--- src/rtl/imem_pkg.sv ---
`default_nettype none
// ============================================================================
//  Module      : imem_pkg
//  Description : Shared constants for the instruction-memory fetch controller:
//                controller state encodings, NOP/EBREAK opcodes, reset PC.
//  Revision    : 1.0  initial release
// ============================================================================
package imem_pkg;

    // Controller states (2-bit encoding)
    localparam logic [1:0] ST_LOAD = 2'd0;
    localparam logic [1:0] ST_RUN  = 2'd1;
    localparam logic [1:0] ST_HALT = 2'd2;

    // RV32I canonical NOP (addi x0,x0,0) and EBREAK
    localparam logic [31:0] NOP_INSTR    = 32'h0000_0013;
    localparam logic [31:0] EBREAK_INSTR = 32'h0010_0073;

    // Default fetch PC after reset and after a completed program load
    localparam logic [31:0] RESET_PC_DFLT = 32'h0000_0000;

endpackage
`default_nettype wire

--- src/rtl/imem_fetch_ctrl.sv ---
`default_nettype none
// ============================================================================
//  Module      : imem_fetch_ctrl
//  Description : Owns the instruction RAM port. Arbitrates between a program
//                loader (valid/ready write handshake) and CPU instruction
//                fetch, and sequences the fetch PC (sequential, branch
//                redirect, stall, halt on EBREAK or fault).
//  Revision    : 1.0  initial release
// ============================================================================
module imem_fetch_ctrl
    import imem_pkg::*;
#(
    parameter int          ADDR_W    = 7,
    parameter logic [31:0] RESET_PC  = RESET_PC_DFLT,
    parameter bit          BOOT_LOAD = 1'b1
) (
    input  logic              clk,
    input  logic              rst_n,
    input  logic              ld_valid,
    output logic              ld_ready,
    input  logic [ADDR_W-1:0] ld_addr,
    input  logic [31:0]       ld_data,
    input  logic              ld_last,
    input  logic              load_req,
    input  logic              cpu_stall,
    input  logic              br_taken,
    input  logic [31:0]       br_target,
    output logic              mem_we,
    output logic [ADDR_W-1:0] mem_addr,
    output logic [31:0]       mem_wdata,
    input  logic [31:0]       mem_rdata,
    output logic [31:0]       pc_out,
    output logic [31:0]       instr,
    output logic              instr_vld,
    output logic              halted,
    output logic              fault,
    output logic [31:0]       fetch_cnt
);

    localparam logic [1:0] c_BOOT_STATE = BOOT_LOAD ? ST_LOAD : ST_RUN;

    logic [1:0]  r_state;
    logic [31:0] r_fetch_pc;
    logic [31:0] r_pc_out;
    logic [31:0] r_instr;
    logic        r_instr_vld;
    logic        r_fault;
    logic [31:0] r_fetch_cnt;

    logic w_in_load;
    logic w_eff_stall;
    logic w_ebreak;
    logic w_misalign;
    logic w_oob;
    logic w_fault_halt;
    logic w_halt;

    assign w_in_load = (r_state == ST_LOAD);

    // A taken branch overrides a stall, so only an un-redirected stall freezes fetch
    assign w_eff_stall = cpu_stall & ~br_taken;

    assign w_ebreak     = r_instr_vld & (r_instr == EBREAK_INSTR);
    assign w_misalign   = br_taken & (br_target[1:0] != 2'b00);
    // Any set bit above the RAM word index means the PC has run off the end;
    // the RAM address would alias, so this is treated as a fault, never a wrap
    assign w_oob        = ~w_eff_stall & (|r_fetch_pc[31:ADDR_W+2]);
    assign w_fault_halt = w_misalign | w_oob;
    assign w_halt       = w_ebreak | w_fault_halt;

    // RAM port: loader owns it in LOAD, fetch PC drives the address otherwise
    assign ld_ready  = w_in_load;
    assign mem_we    = w_in_load & ld_valid;
    assign mem_addr  = w_in_load ? ld_addr : r_fetch_pc[ADDR_W+1:2];
    assign mem_wdata = ld_data;

    assign halted    = (r_state == ST_HALT);
    assign pc_out    = r_pc_out;
    assign instr     = r_instr;
    assign instr_vld = r_instr_vld;
    assign fault     = r_fault;
    assign fetch_cnt = r_fetch_cnt;

    // Controller FSM with fetch PC, delivered instruction and fault flag
    always_ff @(posedge clk or negedge rst_n) begin
        if (!rst_n) begin
            r_state     <= c_BOOT_STATE;
            r_fetch_pc  <= RESET_PC;
            r_pc_out    <= 32'h0;
            r_instr     <= NOP_INSTR;
            r_instr_vld <= 1'b0;
            r_fault     <= 1'b0;
        end else begin
            case (r_state)
                ST_LOAD: begin
                    r_instr_vld <= 1'b0;
                    if (ld_valid && ld_last) begin
                        r_state    <= ST_RUN;
                        r_fetch_pc <= RESET_PC;
                    end
                end
                ST_RUN: begin
                    if (w_halt) begin
                        // Fault outcome wins when EBREAK coincides with a fault
                        r_state     <= ST_HALT;
                        r_instr_vld <= 1'b0;
                        if (w_fault_halt) begin
                            r_fault <= 1'b1;
                        end
                    end else if (br_taken) begin
                        // Word read this cycle is on the wrong path: drop it
                        r_fetch_pc  <= br_target;
                        r_instr_vld <= 1'b0;
                    end else if (!cpu_stall) begin
                        r_instr     <= mem_rdata;
                        r_pc_out    <= r_fetch_pc;
                        r_instr_vld <= 1'b1;
                        r_fetch_pc  <= r_fetch_pc + 32'd4;
                    end
                end
                ST_HALT: begin
                    r_instr_vld <= 1'b0;
                    if (load_req) begin
                        r_state <= ST_LOAD;
                        r_fault <= 1'b0;
                    end
                end
                default: begin
                    r_state     <= ST_HALT;
                    r_instr_vld <= 1'b0;
                end
            endcase
        end
    end

    // Count instructions actually consumed by decode (valid and not stalled)
    always_ff @(posedge clk or negedge rst_n) begin
        if (!rst_n) begin
            r_fetch_cnt <= 32'h0;
        end else if (r_instr_vld && !cpu_stall) begin
            r_fetch_cnt <= r_fetch_cnt + 32'd1;
        end
    end

endmodule
`default_nettype wire

--- config.mk ---
export PLATFORM = sky130hd
export DESIGN_NAME = imem_fetch_ctrl
export DESIGN_NICKNAME = d
export VERILOG_FILES = /design/src/rtl/imem_pkg.sv /design/src/rtl/imem_fetch_ctrl.sv
export SDC_FILE = /design/constraint.sdc
export NUM_CORES = 1
export LEC_CHECK = 0
export ABC_CLOCK_PERIOD_IN_PS = 2800
export CELL_PAD_IN_SITES_DETAIL_PLACEMENT = 0
export CELL_PAD_IN_SITES_GLOBAL_PLACEMENT = 1
export CORE_MARGIN = 5
export CORE_UTILIZATION = 28
export CTS_BUF_LIST = sky130_fd_sc_hd__clkbuf_2
export DETAILED_ROUTE_END_ITERATION = 7
export PLACE_DENSITY_LB_ADDON = 0.12
export SYNTH_ARGS = -nofsm -noshare
export SYNTH_HDL_FRONTEND = slang
export SYNTH_SLANG_ARGS = --single-unit
--- constraint.sdc ---
create_clock -name clk -period 2.8 [get_ports clk]
set_clock_uncertainty 0.05 [all_clocks]
set_input_delay 0.42 -clock clk [delete_from_list [all_inputs] [get_ports clk]]
set_output_delay 0.42 -clock clk [all_outputs]
set_load 0.01 [all_outputs]
=== Word-level counts from Yosys, hierarchy flattened ===
Cells that the tools add are included.
W data, S select, Z words.

* Add/subtract/negate cells: 2
* Equal/unequal tests: 10
* Multiplexer cells: 18
* Bitwise logic cells: 11
* Reduce and logical (&&, ||, !) cells: 12

{| class="wikitable"
|+ Operator list
! cell !! count
|-
| $mux W32 || 4
|-
| $pmux W32 S2 || 1
|-
| $add A32 B1 Y32 const B || 1
|-
| $add A32 B3 Y32 const B || 1
|-
| $eq A32 B21 Y1 const B || 1
|-
| $reduce_or A23 Y1 || 1
|-
| $reduce_and A4 Y1 || 3
|-
| $ne A2 B2 Y1 const B || 4
|-
| $mux W1 || 7
|-
| $mux W7 || 1
|-
| $mux W2 || 3
|-
| $pmux W2 S3 || 1
|-
| $reduce_bool A2 Y1 || 3
|-
| $and A1 B1 Y1 || 5
|-
| $ne A4 B4 Y1 const B || 1
|-
| $not A1 Y1 || 4
|-
| $ne A3 B3 Y1 const B || 1
|-
| $reduce_and A3 Y1 || 1
|-
| $eq A2 B1 Y1 const B || 1
|-
| $eq A2 B2 Y1 const B || 1
|-
| $logic_and A1 B1 Y1 || 2
|-
| $logic_not A2 Y1 || 1
|-
| $ne A2 B1 Y1 const B || 1
|-
| $or A1 B1 Y1 || 2
|-
| 2 further kinds || 2
|}

* Register bits after elaboration: 132
* Input bits: 110
* Logic and storage cells: 60

=== Logic depth before layout (Yosys ltp) ===
Gate-level depths: netlist of run 1.

* Depth after elaboration: 8
* Depth in mapped cells: 7
* Gate-level depth less buffers: 6

=== Least setup slack after synthesis of run 1 ===
OpenSTA, ideal clock, no wires.

* Path type: register to register
* Start point: reg r_instr[29], in the netlist instr[29]
* End point: reg r_instr[10], in the netlist instr[10]
* Library setup time: 125 ps
* Data arrival time: 2121 ps
* Required time: 2625 ps
* Path slack: 504 ps
* Stages on the path, launching flop included: 8
* Buffers on the path: 2
* Period minus slack after synthesis: 2296 ps
* Path through: dfrtp_1 > nor4_1 > nand4_1 > or4_1 > buf_6 > o211ai_4 > buf_12 > mux2_4

* Word-level cells in the longest chain between the ends: 5

{| class="wikitable"
|+ Ends and longest elaborated chain
! element !! line !! RTL
|-
| from (decl) || imem_fetch_ctrl.sv:45 || <nowiki>logic [31:0] r_instr;</nowiki>
|-
| from (signal assigned) || imem_fetch_ctrl.sv:115 || <nowiki>r_instr <= mem_rdata;</nowiki>
|-
| $eq A32 B21 Y1 || imem_fetch_ctrl.sv:63 || <nowiki>assign w_ebreak = r_instr_vld & (r_instr == EBREAK_INSTR);</nowiki>
|-
| $and A1 B1 Y1 || imem_fetch_ctrl.sv:63 ||
|-
| $or A1 B1 Y1 || imem_fetch_ctrl.sv:69 || <nowiki>assign w_halt = w_ebreak | w_fault_halt;</nowiki>
|-
| $not A1 Y1 (no line) || - ||
|-
| $reduce_and A4 Y1 (no line) || - ||
|}

Every way passes these cells.
A chain may end at the register's enable or synchronous reset.

=== Worst setup path in the final report of run 1 ===
* Start point: reg r_state[0]
* End point: out halted

* Word-level cells in the longest chain between the ends: 1

{| class="wikitable"
|+ Ends and longest elaborated chain
! element !! line !! RTL
|-
| from (decl) || imem_fetch_ctrl.sv:42 || <nowiki>logic [1:0] r_state;</nowiki>
|-
| from (signal assigned) || imem_fetch_ctrl.sv:87 || <nowiki>r_state <= c_BOOT_STATE;</nowiki>
|-
| $eq A2 B2 Y1 || imem_fetch_ctrl.sv:77 || <nowiki>assign halted = (r_state == ST_HALT);</nowiki>
|-
| to (decl) || imem_fetch_ctrl.sv:35 || <nowiki>output logic halted,</nowiki>
|}

Every way passes these cells.

==> impl_metrics.ini, run 1 <==
[cts]
clk_pin_slew_ns = 0.23
clk_path_buf_depth = 2
cts_tree = done
numCtsBuffers = 17
cts-root-buf = clkbuf_2
clk_latency_ns = 0.67
htreeDepth = 4
cts.sinks = 132

[logic_synthesis]
synthesis.area_mm2 = 0.00640
seq_area_frac_synth = 0.517
yosys.cell_types.count = 54
synthTopCellsByArea = dfrtp_1 (50%), mux2_4 (8.7%), buf_4 (3.8%)
synth_edf_count = 0
ys.flop_type = dfrtp_1
yosys-top-cells-count = dfrtp_1 (129), nand2_1 (45), mux2_4 (37)
synth_top_area_share = 0.505
syn-num-nets = 664
ys_warn_count = 0
synth_top_cell_by_area = dfrtp_1
synthCells = 552
avgSynthCellArea_um2 = 11.6
yosysMostFrequentCell = dfrtp_1
synthArstFlopShare = 1.00
synth-seq-cells = 132

[timing]
setup_tns_ns = 0
finalCritPeriodShare = 0.925
min_period_ns = 2.59
slew_violations = 0
slew_headroom = 0.615
finalSetupViolations = 0
max_freq_ghz = 0.386
tightestPinTransition_ns = 0.573
rsz0062_at_grt = no
hold_viol = 0

[floorplan]
ios = 250
start_util = 0.283
core_area_mm2 = 0.0226
die_h_um = 161
die_area_mm2 = 0.0260
die_w_um = 161
num_rows = 55

[global_routing]
grt_max_degree = 65
antenna_found_initial = 1
grt_pass1_wl_mm = 29.8
gr-total-overflow = 0
grt_pass1_vias = 5094
grtUsageTotal = 0.145

[setup_path]
crit_buf_inv = 2
critical_path.cell_chain = buf_4 -> nor2b_1 -> clkdlybuf4s50_1
critPathArrivalTime_ns = 2.12
start_kind = flop
worstSetupPathType = reg -> out
path_delay_family = buffers and inverters
endpoint_kind = output port
crit_slowest_cell = clkdlybuf4s50_1
rr_endpoint = instr[2]
required_ns = 2.33
crit-reg2reg-launch = instr[11]
critPathMaxFanout = 4
critical-path-max-stage-delay_ns = 0.60
worst_r2r_path_depth = 6
rrSetupSlack_ns = 0.22

[routing]
drtIter0Drc = 258
wl_mm = 18.8
first_pass_iters = 5
vias = 4908
wl_per_cell_um = 18.3
postRouteAntennaNets = 0
via_per_inst = 4.79
drc_errors = 0

[cells_and_area]
syn2layout_area_growth_pct = 36.0
fin_nets = 837
n_fill_cell = 2242
drive_gt1_frac = 0.153
utilization = 0.385

[place]
io_buffers = 185
hpwl_mm = 13.8
gp_congestion = 0.753

[hold_path]
hold_path_class = in -> async

[pwr]
cellPowerDensity_mw_per_mm2 = 777
vdd_drop_max_v = 0.000310
p_leak_nw = 3.89

[run_status]
status = finished, final reports clean

[job]
drv_cap = 0
what timing repair did:
action | in CTS | in global routing
endpoints found under the hold margin | 106 | 0
resized for setup | 4 | 6
setup buffers | 4 | 0
endpoints found under the setup margin | 3 | 18
hold buffers | 1 | 0
sequential cells by signal (all words and copies together), names as in the netlist:
name,count
pc_out,32
fault,1
fetch_cnt,32
r_state,2
instr,32
r_fetch_pc,32
instr_vld,1
cell families after synthesis:
family / share of synthesized area
and+or+nand+nor: 0.161
DFF: 0.517
AOI/OAI and AO/OA: 0.105
buffers and inverters: 0.0679
muxes: 0.103
xor gates and xnor gates: 0.0424
adders and majority gates: 0.00391
worst max-delay path by stage:
stage / depth (start not counted) / from / end / slack, ns
floorplan: 7 / instr[29] / instr[10] / 0.50
global placement: 6 / instr[10] / instr[29] / 0.17
detailed placement: 6 / instr[10] / instr[28] / 0.17
CTS: 6 / instr[10] / instr[28] / 0.06
global route: 4 / r_state[0] / mem_we / 0.02
finish: 3 / r_state[0] / halted / 0.21
power by group:
| part | switching, W | internal (W) | leakage, nW |
|---|---|---|---|
| clock network | 0.000781 | 0.000514 | 0.159 |
| registers | 0.000479 | 0.00237 | 1.79 |
| logic | 0.00113 | 0.00148 | 1.95 |
| total | 0.00238 | 0.00437 | 3.89 |
area by class of cell:
type,count,area [um^2],share of cell area
sequential,132,3310,0.380
multi-input combinational,358,2660,0.306
timing repair buffer,209,2070,0.239
tap,285,357,0.0410
clock inverter,14,178,0.0204
clock buffer,18,90.1,0.0104
inverter,7,26.3,0.00302
antenna,1,2.50,0.000288
cell usage in the layout (no fill, tap or decap), drive strengths merged, types with 8 or more instances in the layout:
master,n
a221oi,10
a22o,14
and2,26
and3,16
buf,24
clkbuf,18
clkdlybuf4s50,177
dfrtp,129
inv,10
mux2,45
nand2,45
nand3,19
nand4,19
nor2,30
nor3,8
nor4,8
o21ai,21
o31ai,12
xnor2,25
per-layer routing:
metal | routed length, um | GRT usage | up-vias
li1 | - | - | 2300
met5 | 0 | 0 | -
met2 | 9110 | 0.243 | 169
met4 | 212 | 0.0330 | 0
met3 | 1210 | 0.0416 | 27
met1 | 8230 | 0.187 | 2412
stage by stage:
| step | worst slack (ns) | instances | instance area (um^2) | hold WS, ns | power, W |
|---|---|---|---|---|---|
| floorplan | 0.504 | 552 | 6400 | 0.0744 | 0.00420 |
| global placement | 0.165 | 986 | 8370 | 0.311 | 0.00546 |
| detailed placement | 0.166 | 986 | 8370 | 0.309 | 0.00549 |
| CTS | 0.0646 | 1023 | 8670 | 0.0427 | 0.00686 |
| global route | 0.0193 | 1024 | 8700 | 0.0434 | 0.00718 |
| finish | 0.211 | 1024 | 8700 | 0.126 | 0.00675 |
(Power assumes the default switching activity.)
==> run 2, diff against run 1 <==
--- a/config.mk
+++ b/config.mk
@@ -12,7 +12,8 @@
 export CORE_UTILIZATION = 28
 export CTS_BUF_LIST = sky130_fd_sc_hd__clkbuf_2
 export DETAILED_ROUTE_END_ITERATION = 7
-export PLACE_DENSITY_LB_ADDON = 0.12
+export HOLD_SLACK_MARGIN = 0.12
+export PLACE_DENSITY = 0.76
 export SYNTH_ARGS = -nofsm -noshare
 export SYNTH_HDL_FRONTEND = slang
 export SYNTH_SLANG_ARGS = --single-unit
==> impl_metrics.ini, run 2 (synthesis results as in run 1) <==
[place]
gp_congestion = 0.756
hpwl_mm = 13.2
post_dp_cell_area_mm2 = 0.00840
io_buffers = 185

[global_routing]
grt_pass1_wl_mm = 27.7
grtUsageTotal = 0.135
grt_max_degree = 49
gr-total-overflow = 0
grt_pass1_vias = 4882
antenna_found_initial = 0

[hold_path]
hold_path_end = fault
hold_path_class = in -> reg
hold_start = load_req
hold_path_depth = 2

[floorplan]
start_util = 0.283
num_rows = 55
ios = 250
die_w_um = 161
core_area_mm2 = 0.0226
die_h_um = 161
die_area_mm2 = 0.0260

[timing]
hold_viol = 0
finalSetupViolations = 0
tightestPinTransition_ns = 0.648
min_period_ns = 2.64
slew_headroom = 0.564
max_freq_ghz = 0.379
slew_violations = 0
rsz0062_at_grt = no
setup_tns_ns = 0
finalCritPeriodShare = 0.942

[pwr]
pwr-share-comb = 0.383
p_sw_w = 0.00236
seqPwrFrac = 0.405
vdd_drop_max_v = 0.000265
p_leak_nw = 3.98
intPower_w = 0.00468
cellPowerDensity_mw_per_mm2 = 797
clockPowerShare = 0.212
swShare = 0.335

[setup_path]
critical_path.cell_chain = nor4_1 -> nand4_1 -> or4_1 -> buf_4 -> a21o_4 -> a221oi_1
rrSetupSlack_ns = 0.16
crit_slowest_cell = or4_1
path_delay_family = simple AND/OR/NAND/NOR gates
worstSetupPathType = reg -> reg
start_kind = flop
critical-path-max-stage-delay_ns = 0.61
endpoint_kind = flop
crit-reg2reg-launch = instr[17]
critPathMaxFanout = 15
critPathArrivalTime_ns = 3.14
required_ns = 3.30
rr_endpoint = r_fetch_pc[8]
crit_buf_inv = 1
worst_r2r_path_depth = 6

[cells_and_area]
fin_nets = 842
regArea_mm2 = 0.00331
mostFrequentLayoutCells = clkdlybuf4s50_1 (177), dfrtp_1 (129), nand2_1 (45)
multi_input_area_mm2 = 0.00266
syn2layout_area_growth_pct = 38.1
final_cell_area_mm2 = 0.00883
n_fill_cell = 2175
n_antenna_cell = 0
final_common_cell = clkdlybuf4s50_1
drive_gt1_frac = 0.155

[routing]
drtIter0Drc = 277
drc_errors = 0
first_pass_iters = 4
vias = 4874
postRouteAntennaNets = 0
via_per_inst = 4.75
wl_mm = 17.7
wl_per_cell_um = 17.2

[cts]
cts_tree = done
cts-root-buf = clkbuf_2
htreeDepth = 4
clk_pin_slew_ns = 0.23
clk_latency_ns = 0.68
cts.sinks = 132
numCtsBuffers = 17
clk_path_buf_depth = 2

[run_status]
status = finished, final reports clean

[job]
drv_cap = 0
==> run 2: changes by cell type in the layout (fill, tap and decap cells not counted), sizes merged <==
cell	previous run	this run
dlymetal6s2s	4	7
clkinv	7	3
dlygate4sd2	3	0
bufinv	3	6
dlygate4sd3	1	3
clkinvlp	1	3
buf	24	27
diode	1	0
inv	10	8
==> run 2: stage by stage <==
step | util | instances | total power (W) | hold WS, ns | setup WS [ns]
6_report | 0.391 | 1027 | 0.00704 | 0.260 | 0.161
5_1_grt | 0.391 | 1027 | 0.00744 | 0.142 | 0.0321
4_1_cts | 0.390 | 1025 | 0.00711 | 0.163 | 0.0245
3_5_place_dp | 0.372 | 987 | 0.00551 | 0.360 | 0.217
3_3_place_gp | 0.372 | 987 | 0.00548 | 0.354 | 0.238
2_1_floorplan | - | 552 | 0.00420 | 0.0744 | 0.504
==> run 2: repair_timing <==
item,CTS,global route
hold buffers,3,0
endpoints found under the hold margin,129,0
cloned,0,0
endpoints found under the setup margin,3,8
gates resized for setup,1,8
buffers inserted,4,2
==> run 2: worst max path at each step <==
stage,startpoint,end,slack (ns),depth (start not counted)
after floorplan,instr[29],instr[10],0.50,7
after global placement,instr[29],r_fetch_pc[3],0.24,6
after detailed placement,instr[29],r_fetch_pc[3],0.22,6
after CTS,r_state[0],mem_addr[6],0.02,4
after global routing,r_state[0],mem_we,0.03,4
final,instr[17],r_fetch_pc[8],0.16,6
==> run 2: cell type report <==
class                   instances  share of cell area
clock buffers                  18              0.0102
clock inverters                13              0.0261
inverters                       7             0.00297
multi-input cells             358               0.301
flip-flops and latches        132               0.374
well taps                     285              0.0404
repair buffers                214               0.245
==> run 2: power by group through the flow <==
stage	Clock [W]	Combinational (W)	Sequential [W]
finish	0.00149	0.00270	0.00285
CTS	0.00155	0.00273	0.00284
floorplan	0	0.00131	0.00290
global placement	0	0.00260	0.00288
detailed placement	0	0.00263	0.00289
global route	0.00164	0.00288	0.00292
==> run 2: metal layers <==
| layer | vias up | global-route usage | share of wire |
|---|---|---|---|
| li1 | 2314 | - | - |
| met1 | 2395 | 0.177 | 0.45 |
| met2 | 149 | 0.217 | 0.48 |
| met3 | 16 | 0.0390 | 0.050 |
| met4 | 0 | 0.0427 | 0.017 |
| met5 | - | 0 | 0 |
==> run 3, diff against run 2 <==
--- a/config.mk
+++ b/config.mk
@@ -8,11 +8,12 @@
 export ABC_CLOCK_PERIOD_IN_PS = 2800
 export CELL_PAD_IN_SITES_DETAIL_PLACEMENT = 0
 export CELL_PAD_IN_SITES_GLOBAL_PLACEMENT = 1
-export CORE_MARGIN = 5
+export CORE_MARGIN = 8
 export CORE_UTILIZATION = 28
 export CTS_BUF_LIST = sky130_fd_sc_hd__clkbuf_2
 export DETAILED_ROUTE_END_ITERATION = 7
 export HOLD_SLACK_MARGIN = 0.12
+export MAX_ROUTING_LAYER = met4
 export PLACE_DENSITY = 0.76
 export SYNTH_ARGS = -nofsm -noshare
 export SYNTH_HDL_FRONTEND = slang
==> impl_metrics.ini, run 3 (synthesis results as in run 1) <==
[cells_and_area]
mostFrequentLayoutCells = clkdlybuf4s50_1 (179), dfrtp_1 (129), nand2_1 (45)
fin_cells = 1028
n_fill_cell = 2165
n_antenna_cell = 0
fin_nets = 842
syn2layout_area_growth_pct = 37.0
drive_gt1_frac = 0.156
final_common_cell = clkdlybuf4s50_1

[timing]
finalCritPeriodShare = 0.931
setup_tns_ns = 0
slew_violations = 0
min_period_ns = 2.61
fin_ws_ns = 0.194
rsz0062_at_grt = no
finalSetupViolations = 0
slew_headroom = 0.513
max_freq_ghz = 0.384
hold_viol = 0
tightestPinTransition_ns = 0.724

[floorplan]
core_area_mm2 = 0.0225
die_w_um = 167
ios = 250
die_h_um = 167
die_area_mm2 = 0.0279
num_rows = 55
start_util = 0.284

[setup_path]
worst_r2r_path_depth = 7
worstSetupPathType = reg -> out
crit-reg2reg-launch = instr[11]
critical_path.cell_chain = nor2_1 -> buf_6 -> buf_4 -> buf_4 -> clkdlybuf4s50_1
critical-path-max-stage-delay_ns = 0.53
start_kind = flop
endpoint_kind = output port
rr_endpoint = r_fetch_pc[3]
critPathArrivalTime_ns = 2.14
rrSetupSlack_ns = 0.22
crit_top_cell = buf_4
critPathMaxFanout = 9
required_ns = 2.33
crit_slowest_cell = clkdlybuf4s50_1

[routing]
wl_per_cell_um = 17.8
vias = 4874
first_pass_iters = 4
postRouteAntennaNets = 0
wl_mm = 18.3
drc_errors = 0
via_per_inst = 4.74
drtIter0Drc = 363

[hold_path]
hold_path_class = in -> async

[global_routing]
gr-total-overflow = 0
grtUsageTotal = 0.136
grt_pass1_vias = 5050
grt_max_degree = 61
grt_pass1_wl_mm = 29.4
antenna_found_initial = 0

[place]
hpwl_mm = 13.7
placed_cells = 989
io_buffers = 185
gp_congestion = 0.843
pre_cts_ws_ns = 0.274

[job]
drv_cap = 0

[pwr]
swShare = 0.351
seqPwrFrac = 0.416
p_leak_nw = 3.93
p_sw_w = 0.00239
cellPowerDensity_mw_per_mm2 = 778
clockPowerShare = 0.189
vdd_drop_max_v = 0.000260
intPower_w = 0.00443
pwr-share-comb = 0.395

[cts]
htreeDepth = 4
clk_pin_slew_ns = 0.23
cts_tree = done
cts.sinks = 132
numCtsBuffers = 17
cts-root-buf = clkbuf_2
clk_path_buf_depth = 2
clk_latency_ns = 0.70

[run_status]
status = finished, final reports clean
## run 3: cell count changes in the layout (fill, tap and decap cells not counted), moves of 2 or more
cell / before / now
bufinv_16: 6 / 3
buf_4: 20 / 22
clkdlybuf4s50_1: 177 / 179
clkinv_4: 1 / 3
dlygate4sd3_1: 3 / 1
dlymetal6s2s_1: 7 / 5
inv_6: 1 / 3
## run 3: worst max path at each step
stage / end / cells past startpoint / start / slack, ns
2_1_floorplan: instr[10] / 7 / instr[29] / 0.50
3_3_place_gp: r_fetch_pc[3] / 7 / instr[11] / 0.25
3_5_place_dp: r_fetch_pc[8] / 7 / instr[11] / 0.27
4_1_cts: mem_addr[1] / 4 / r_state[1] / 0.003
5_1_grt: ld_ready / 5 / r_state[1] / 0.009
6_report: ld_ready / 5 / r_state[1] / 0.19
## run 3: worst max-delay path, delay by kind of cell (launching register included)
family | cells | cell delay, ns
flops | 1 | 0.42
buf+inv | 4 | 0.91
simple gates | 1 | 0.13
## run 3: timing repair
| item | CTS | global route |
|---|---|---|
| endpoints found under the hold margin | 131 | 0 |
| buffers inserted | 4 | 2 |
| gates resized for setup | 1 | 5 |
| setup endpoints to repair | 3 | 5 |
| hold buffers | 1 | 0 |
## run 3: power by group through the flow
| stage | sequential, W | combinational [W] | clock, W |
|---|---|---|---|
| finish | 0.00284 | 0.00270 | 0.00129 |
| global route | 0.00292 | 0.00289 | 0.00143 |
| CTS | 0.00284 | 0.00272 | 0.00135 |
| detailed placement | 0.00288 | 0.00262 | 0 |
| global placement | 0.00287 | 0.00261 | 0 |
| floorplan | 0.00290 | 0.00131 | 0 |
## run 3: final cells by class
type	count	area (um^2)	share of cell area
Clock buffer	17	85.1	0.00971
Sequential cell	132	3310	0.377
Tap cell	285	357	0.0407
Timing Repair Buffer	214	2150	0.246
Clock inverter	15	181	0.0207
Multi-Input combinational cell	358	2660	0.303
Inverter	7	26.3	0.00300
## run 3: through the flow
stage / total power [W] / area [um^2] / util / hold WS [ns]
finish: 0.00682 / 8760 / 0.389 / 0.184
global route: 0.00723 / 8760 / 0.389 / 0.153
global placement: 0.00548 / 8410 / 0.374 / 0.401
detailed placement: 0.00551 / 8410 / 0.374 / 0.403
floorplan: 0.00420 / 6400 / - / 0.0744
CTS: 0.00691 / 8740 / 0.388 / 0.133
## run 3: layer usage
metal | wire length, um | global-route usage
met4 | 373 | 0.0528
met1 | 8260 | 0.171
met3 | 1010 | 0.0379
met5 | 0 | -
met2 | 8620 | 0.206
